## src/rtl/lzma_stream_arbiter.sv

```systemverilog
// Packet-level round-robin arbiter merging N byte-wide AXI-stream LZMA cores onto one
// output, optionally prefixing each granted packet with the 13-byte LZMA header.
module lzma_stream_arbiter #(
  parameter int N         = 4,
  parameter bit HEADER_EN = 1'b1,
  localparam int IW       = $clog2(N)
) (
  input  logic            clk,
  input  logic            rst,
  input  logic [N-1:0]    i_tvalid,
  output logic [N-1:0]    i_tready,
  input  logic [8*N-1:0]  i_tdata,
  input  logic [N-1:0]    i_tlast,
  output logic            o_tvalid,
  input  logic            o_tready,
  output logic [7:0]      o_tdata,
  output logic            o_tlast,
  output logic [IW-1:0]   o_grant,
  output logic            o_busy,
  output logic [15:0]     o_pkt_cnt
);

  typedef enum logic [1:0] {S_IDLE, S_HEADER, S_BODY} state_t;

  state_t        r_state, w_state_nxt;
  logic [3:0]    r_idx, w_idx_nxt;
  logic [IW-1:0] r_grant, w_grant_nxt;
  logic [15:0]   r_pkt_cnt, w_pkt_cnt_nxt;

  logic          w_req_found;
  logic [IW-1:0] w_req_ch;
  logic [IW-1:0] w_cand [N];
  logic [7:0]    w_ch_data [N];

  function automatic logic [7:0] hdr_byte(input logic [3:0] idx);
    case (idx)
      4'd0:    hdr_byte = 8'h5E;
      4'd1:    hdr_byte = 8'h00;
      4'd2:    hdr_byte = 8'h00;
      4'd3:    hdr_byte = 8'h02;
      4'd4:    hdr_byte = 8'h00;
      default: hdr_byte = 8'hFF;
    endcase
  endfunction

  // Candidate k is the k-th channel after the last grant, so the search wraps naturally.
  for (genvar k = 0; k < N; k++) begin : g_ch
    assign w_cand[k]    = IW'((int'(r_grant) + k + 1) % N);
    assign w_ch_data[k] = i_tdata[8*k +: 8];
  end

  always_comb begin
    w_req_found = 1'b0;
    w_req_ch    = r_grant;
    for (int k = 0; k < N; k++) begin
      if (!w_req_found && i_tvalid[w_cand[k]]) begin
        w_req_found = 1'b1;
        w_req_ch    = w_cand[k];
      end
    end
  end

  always_comb begin
    w_state_nxt   = r_state;
    w_idx_nxt     = r_idx;
    w_grant_nxt   = r_grant;
    w_pkt_cnt_nxt = r_pkt_cnt;
    o_tvalid      = 1'b0;
    o_tdata       = 8'h00;
    o_tlast       = 1'b0;
    i_tready      = '0;
    case (r_state)
      S_IDLE: begin
        if (w_req_found) begin
          w_grant_nxt = w_req_ch;
          w_state_nxt = HEADER_EN ? S_HEADER : S_BODY;
        end
      end
      S_HEADER: begin
        o_tvalid = 1'b1;
        o_tdata  = hdr_byte(r_idx);
        if (o_tready) begin
          if (r_idx == 4'd12) begin
            w_idx_nxt   = 4'd0;
            w_state_nxt = S_BODY;
          end else begin
            w_idx_nxt = r_idx + 4'd1;
          end
        end
      end
      S_BODY: begin
        // Zero-latency pass-through; the grant is held until the tlast handshake.
        o_tvalid          = i_tvalid[r_grant];
        o_tdata           = w_ch_data[r_grant];
        o_tlast           = i_tlast[r_grant];
        i_tready[r_grant] = o_tready;
        if (o_tready && i_tvalid[r_grant] && i_tlast[r_grant]) begin
          w_state_nxt   = S_IDLE;
          w_pkt_cnt_nxt = r_pkt_cnt + 16'd1;
        end
      end
      default: w_state_nxt = S_IDLE;
    endcase
  end

  always_ff @(posedge clk or posedge rst) begin
    if (rst) begin
      r_state   <= S_IDLE;
      r_idx     <= 4'd0;
      r_grant   <= IW'(N - 1);
      r_pkt_cnt <= 16'd0;
    end else begin
      r_state   <= w_state_nxt;
      r_idx     <= w_idx_nxt;
      r_grant   <= w_grant_nxt;
      r_pkt_cnt <= w_pkt_cnt_nxt;
    end
  end

  assign o_grant   = r_grant;
  assign o_busy    = (r_state != S_IDLE);
  assign o_pkt_cnt = r_pkt_cnt;

endmodule

```

## config.mk

```make
export PLATFORM = sky130hd
export DESIGN_NAME = lzma_stream_arbiter
export DESIGN_NICKNAME = d
export VERILOG_FILES = /design/src/rtl/lzma_stream_arbiter.sv
export SDC_FILE = /design/constraint.sdc
export NUM_CORES = 1
export LEC_CHECK = 0
export CORE_ASPECT_RATIO = 1.25
export CORE_UTILIZATION = 46
export DETAILED_ROUTE_END_ITERATION = 6
export MAX_ROUTING_LAYER = met4
export PLACE_DENSITY = 0.86
export SLEW_MARGIN = 15
export SYNTH_ARGS = -nofsm -noshare
export SYNTH_HDL_FRONTEND = slang
export SYNTH_SLANG_ARGS = --single-unit
```

## constraint.sdc

```tcl
create_clock -name clk -period 3.9 [get_ports clk]
set_input_delay 0.585 -clock clk [delete_from_list [all_inputs] [get_ports clk]]
set_output_delay 0.585 -clock clk [all_outputs]
set_load 0.005 [all_outputs]
```

==> Flow_metrics.wiki <==
{| class="wikitable"
! Metric !! Value
|-
| Relative contribution of combinational cells to total power || 0.560
|-
| Largest delay share family, worst path || compound AO/OA/AOI/OAI gates
|-
| Worst hold endpoint || o_pkt_cnt[15]
|-
| Worst R2R End || r_state[1]
|-
| CTS tree || built
|-
| Number of warning messages in the yosys log || 0
|-
| Final clock skew || 0.002832 ns
|-
| Insertion delay of the later-clocked pin in the worst-skew pair || 0.27 ns
|-
| CTS Sinks || 24
|-
| Worst endpoint data arrival time || 2.62 ns
|-
| Worst hold path type || reg2reg
|-
| Number of buffers on the longest clock path || 2
|-
| Start point of the worst hold path || o_pkt_cnt[15]
|-
| Power after layout || 1.480 mW
|-
| CP peak stage delay || 0.51 ns
|-
| Result of the run || complete, no violations
|-
| Final instance count without filler cells || 300
|-
| Reg clk slew, reported paths || 0.09 ns
|-
| Kind of critical path || reg2out
|-
| Maximum number of pins on one net before global-route repair || 25
|-
| Area enclosed by the die boundary || 0.004190 mm²
|-
| Cell area after synthesis || 0.001809 mm²
|-
| Net switching fraction of the power || 0.3721
|-
| Max VDD drop || 0.0003909 V
|-
| Core ar. || 0.003785 mm²
|-
| Final Util || 0.6969
|-
| Synth Register Bits || 24
|-
| Max-capacitance violation count || 0
|-
| Synth-to-Final Area Change || 45.78%
|-
| Source of the critical timing path || r_idx[0]
|-
| Final setup fails || 0
|-
| Power share of the sequential group || 0.292
|-
| Cells after synthesis || 177
|-
| Synthesized area divided by synthesized cell count || 10.22 µm²
|-
| Leakage component of the power || 1.107 nW
|-
| Post-CTS Resized || 0
|-
| Antenna violation net count after detailed routing || 0
|-
| Antenna violations before repair || 0
|-
| Aggregate routed wire length || 4.420 mm
|-
| Width of the die || 58.10 µm
|-
| Number of placement rows || 25
|-
| Gpl congestion || 0.8005
|-
| Accumulated negative setup slack || 0 ns
|-
| Global-route wire length before repair || 7.245 mm
|-
| Total overflow reported by the global router || 0
|-
| Worst-path fanout max || 7
|-
| Ratio of cells with drive above 1 in the final layout || 0.08943
|-
| Syn nets || 233
|-
| PortBufs || 75
|-
| Tcrit/Tclk final || 0.8211
|-
| Critical path endpoint category || output pin
|-
| Sum of buffers and inverters on the critical path || 2
|-
| Share of synthesized area occupied by flip-flops and latches || 0.3333
|-
| Iteration count of the initial detailed-routing pass || 4
|-
| Total count of max-transition violations in the final report || 0
|-
| Number of hold violations in the final report || 0
|-
| DRC violation total after the first TritonRoute iteration || 64
|-
| Register-to-register setup slack || 1.13 ns
|-
| Detailed-route wire length per cell || 14.73 µm
|-
| Period minus WS final || 3.202 ns
|-
| Nets || 303
|-
| Io pins || 76
|-
| Clock buffers created by TritonCTS || 3
|-
| Unrepaired setup endpoints after global routing || no
|-
| Clock Power Share || 0.148
|-
| Cell Chain, Critical Path || inv_1, ha_1, nor3_1, a21oi_1, o21ai_0, a21boi_0, clkdlybuf4s50_1
|-
| Worst slew slack as a fraction of its limit || 0.4040
|-
| Root buf cell || sky130_fd_sc_hd__clkbuf_8
|-
| Tot GR Track Use || 0.2280
|-
| CP max stage cell || sky130_fd_sc_hd__o21ai_0
|-
| Maximum clock frequency || 312.3 MHz
|-
| Placed Cells || 296
|-
| Antenna Cells || 0
|-
| Final HPWL DP || 3.301 mm
|-
| Chip Height || 72.12 µm
|-
| Fill cell count || 290
|-
| Hold path cells || 1
|-
| Critical Path Source Type || flop
|-
| Worst endpoint required time || 3.31 ns
|-
| Vias || 1623
|-
| Register-to-Register Path Depth || 7
|-
| Switching pwr || 550.6 µW
|-
| H-Tree Level Count || 1
|-
| Residual DRC || 0
|-
| Via-per-instance ratio || 5.410
|-
| Cell-internal power || 929.0 µW
|-
| Distinct cells, synth || 37
|-
| Critical register-to-register path startpoint || o_grant[0]
|-
| Actual slew at the worst max-slew pin || 0.8930 ns
|-
| Setup repair bufs after CTS || 0
|-
| Count of hold-fix buffers inserted at cts || 0
|-
| Number of global-route vias before repair || 1591
|-
| Initial standard-cell utilization of the core || 0.4780
|-
| Power density over the cells || 561.0 mW/mm²
|}
[state kept, by name, summed over array words and instances, names as in the netlist]
signal	flops
o_pkt_cnt	16
r_state	2
o_grant	2
r_idx	4
[stage by stage]
stage                     setup slack [ns]  hold slack, ns  instance area, µm²
after CTS                           0.7761          0.4902                2638
after floorplan                      1.198          0.4682                1809
after global routing                0.5404          0.5003                2638
after detailed placement            0.9351          0.4746                2566
final                               0.6979          0.4844                2638
after global placement              0.9536          0.4609                2566
[layout make-up]
| type | instances | area, µm² | share of cell area |
|---|---|---|---|
| Clock buffer | 3 | 41.29 | 0.01565 |
| Timing Repair Buffer | 75 | 750.7 | 0.2846 |
| Multi-Input combinational cell | 133 | 1107 | 0.4198 |
| Inverter | 10 | 37.54 | 0.01423 |
| Tap cell | 54 | 67.56 | 0.02562 |
| Sequential cell | 24 | 603.1 | 0.2287 |
| Clock inverter | 1 | 30.03 | 0.01139 |
[power by group through the flow]
| stage | sequential [mW] | clock [mW] | combinational (mW) |
|---|---|---|---|
| 6_report | 0.432 | 0.218 | 0.829 |
| 5_1_grt | 0.450 | 0.229 | 0.910 |
| 4_1_cts | 0.434 | 0.221 | 0.830 |
| 3_5_place_dp | 0.438 | 0 | 0.821 |
| 3_3_place_gp | 0.435 | 0 | 0.806 |
| 2_1_floorplan | 0.365 | 0 | 0.566 |
[how the worst max path moves through the flow]
stage                      end  slack [ns]  depth (start not counted)
floorplan           r_state[0]        1.20                         10
global placement      o_tvalid        0.95                          5
detailed placement    o_tvalid        0.94                          5
CTS                 o_tdata[4]        0.78                          7
global route        o_tdata[4]        0.54                          7
finish              o_tdata[4]        0.70                          7
[cell families after synthesis]
group	Yosys count	synth area share
AND/OR/NAND/NOR	58	0.1757
AO/OA/AOI/OAI	32	0.1169
flip-flops	24	0.3333
buffers and inverters	20	0.05463
XOR/XNOR	15	0.07261
multiplexers	15	0.1570
adder cells (fa/ha/maj)	13	0.08991
[placed cells by master, fill, tap and decap left out, types with 7 or more instances in the layout]
cell type / n
sky130_fd_sc_hd__ha_1: 13
sky130_fd_sc_hd__nand3_1: 8
sky130_fd_sc_hd__clkdlybuf4s50_1: 75
sky130_fd_sc_hd__and3_1: 10
sky130_fd_sc_hd__o21ai_0: 7
sky130_fd_sc_hd__xnor2_1: 10
sky130_fd_sc_hd__nor2_1: 7
sky130_fd_sc_hd__a21oi_1: 7
sky130_fd_sc_hd__nand2_1: 13
sky130_fd_sc_hd__a21boi_0: 8
sky130_fd_sc_hd__mux4_2: 9
sky130_fd_sc_hd__inv_1: 10
sky130_fd_sc_hd__dfrtp_1: 22
[per-layer routing]
metal | GRT usage | vias to the layer above | routed length [µm]
met1 | 0.2723 | 771 | 1867
li1 | - | 785 | -
met4 | 0.07937 | 0 | 83
met3 | 0.02496 | 11 | 155
met2 | 0.3959 | 56 | 2313
met5 | - | - | 0
[synthesized netlist by cell type]
library cell               count  area (µm²)
sky130_fd_sc_hd__dfrtp_1      22       550.5
sky130_fd_sc_hd__ha_1         13       162.7
sky130_fd_sc_hd__nand2_1      13       48.80
sky130_fd_sc_hd__and3_1       10       62.56
sky130_fd_sc_hd__inv_1        10       37.54
sky130_fd_sc_hd__xnor2_1      10       87.58
sky130_fd_sc_hd__mux4_2        9       202.7
sky130_fd_sc_hd__a21boi_0      8       60.06
sky130_fd_sc_hd__nand3_1       8       40.04
sky130_fd_sc_hd__a21oi_1       7       35.03
sky130_fd_sc_hd__nor2_1        7       26.28
sky130_fd_sc_hd__o21ai_0       7       35.03
sky130_fd_sc_hd__nand4_1       6       37.54
sky130_fd_sc_hd__clkbuf_1      5       18.77
sky130_fd_sc_hd__xor2_1        5       43.79
sky130_fd_sc_hd__mux2_2        4       45.04
sky130_fd_sc_hd__nor3_1        4       20.02
sky130_fd_sc_hd__buf_6         3       33.78
sky130_fd_sc_hd__a221oi_1      2       17.52
sky130_fd_sc_hd__a311oi_1      2       17.52
sky130_fd_sc_hd__and2_1        2       12.51
sky130_fd_sc_hd__and4_4        2       22.52
sky130_fd_sc_hd__dfstp_2       2       52.55
sky130_fd_sc_hd__nor2b_1       2       12.51
sky130_fd_sc_hd__o22ai_1       2       12.51
sky130_fd_sc_hd__a211oi_1      1       7.510
sky130_fd_sc_hd__a21o_1        1       7.510
sky130_fd_sc_hd__a311o_1       1       10.01
sky130_fd_sc_hd__and3_4        1       11.26
sky130_fd_sc_hd__buf_1         1       3.750
sky130_fd_sc_hd__buf_2         1       5.000
sky130_fd_sc_hd__mux2i_1       1       10.01
sky130_fd_sc_hd__mux4_1        1       26.28
sky130_fd_sc_hd__nand2b_1      1       6.260
sky130_fd_sc_hd__nor3b_1       1       7.510
sky130_fd_sc_hd__nor4bb_1      1       10.01
sky130_fd_sc_hd__o41ai_1       1       8.760
No activity file was read; power rests on OpenSTA's default activity.
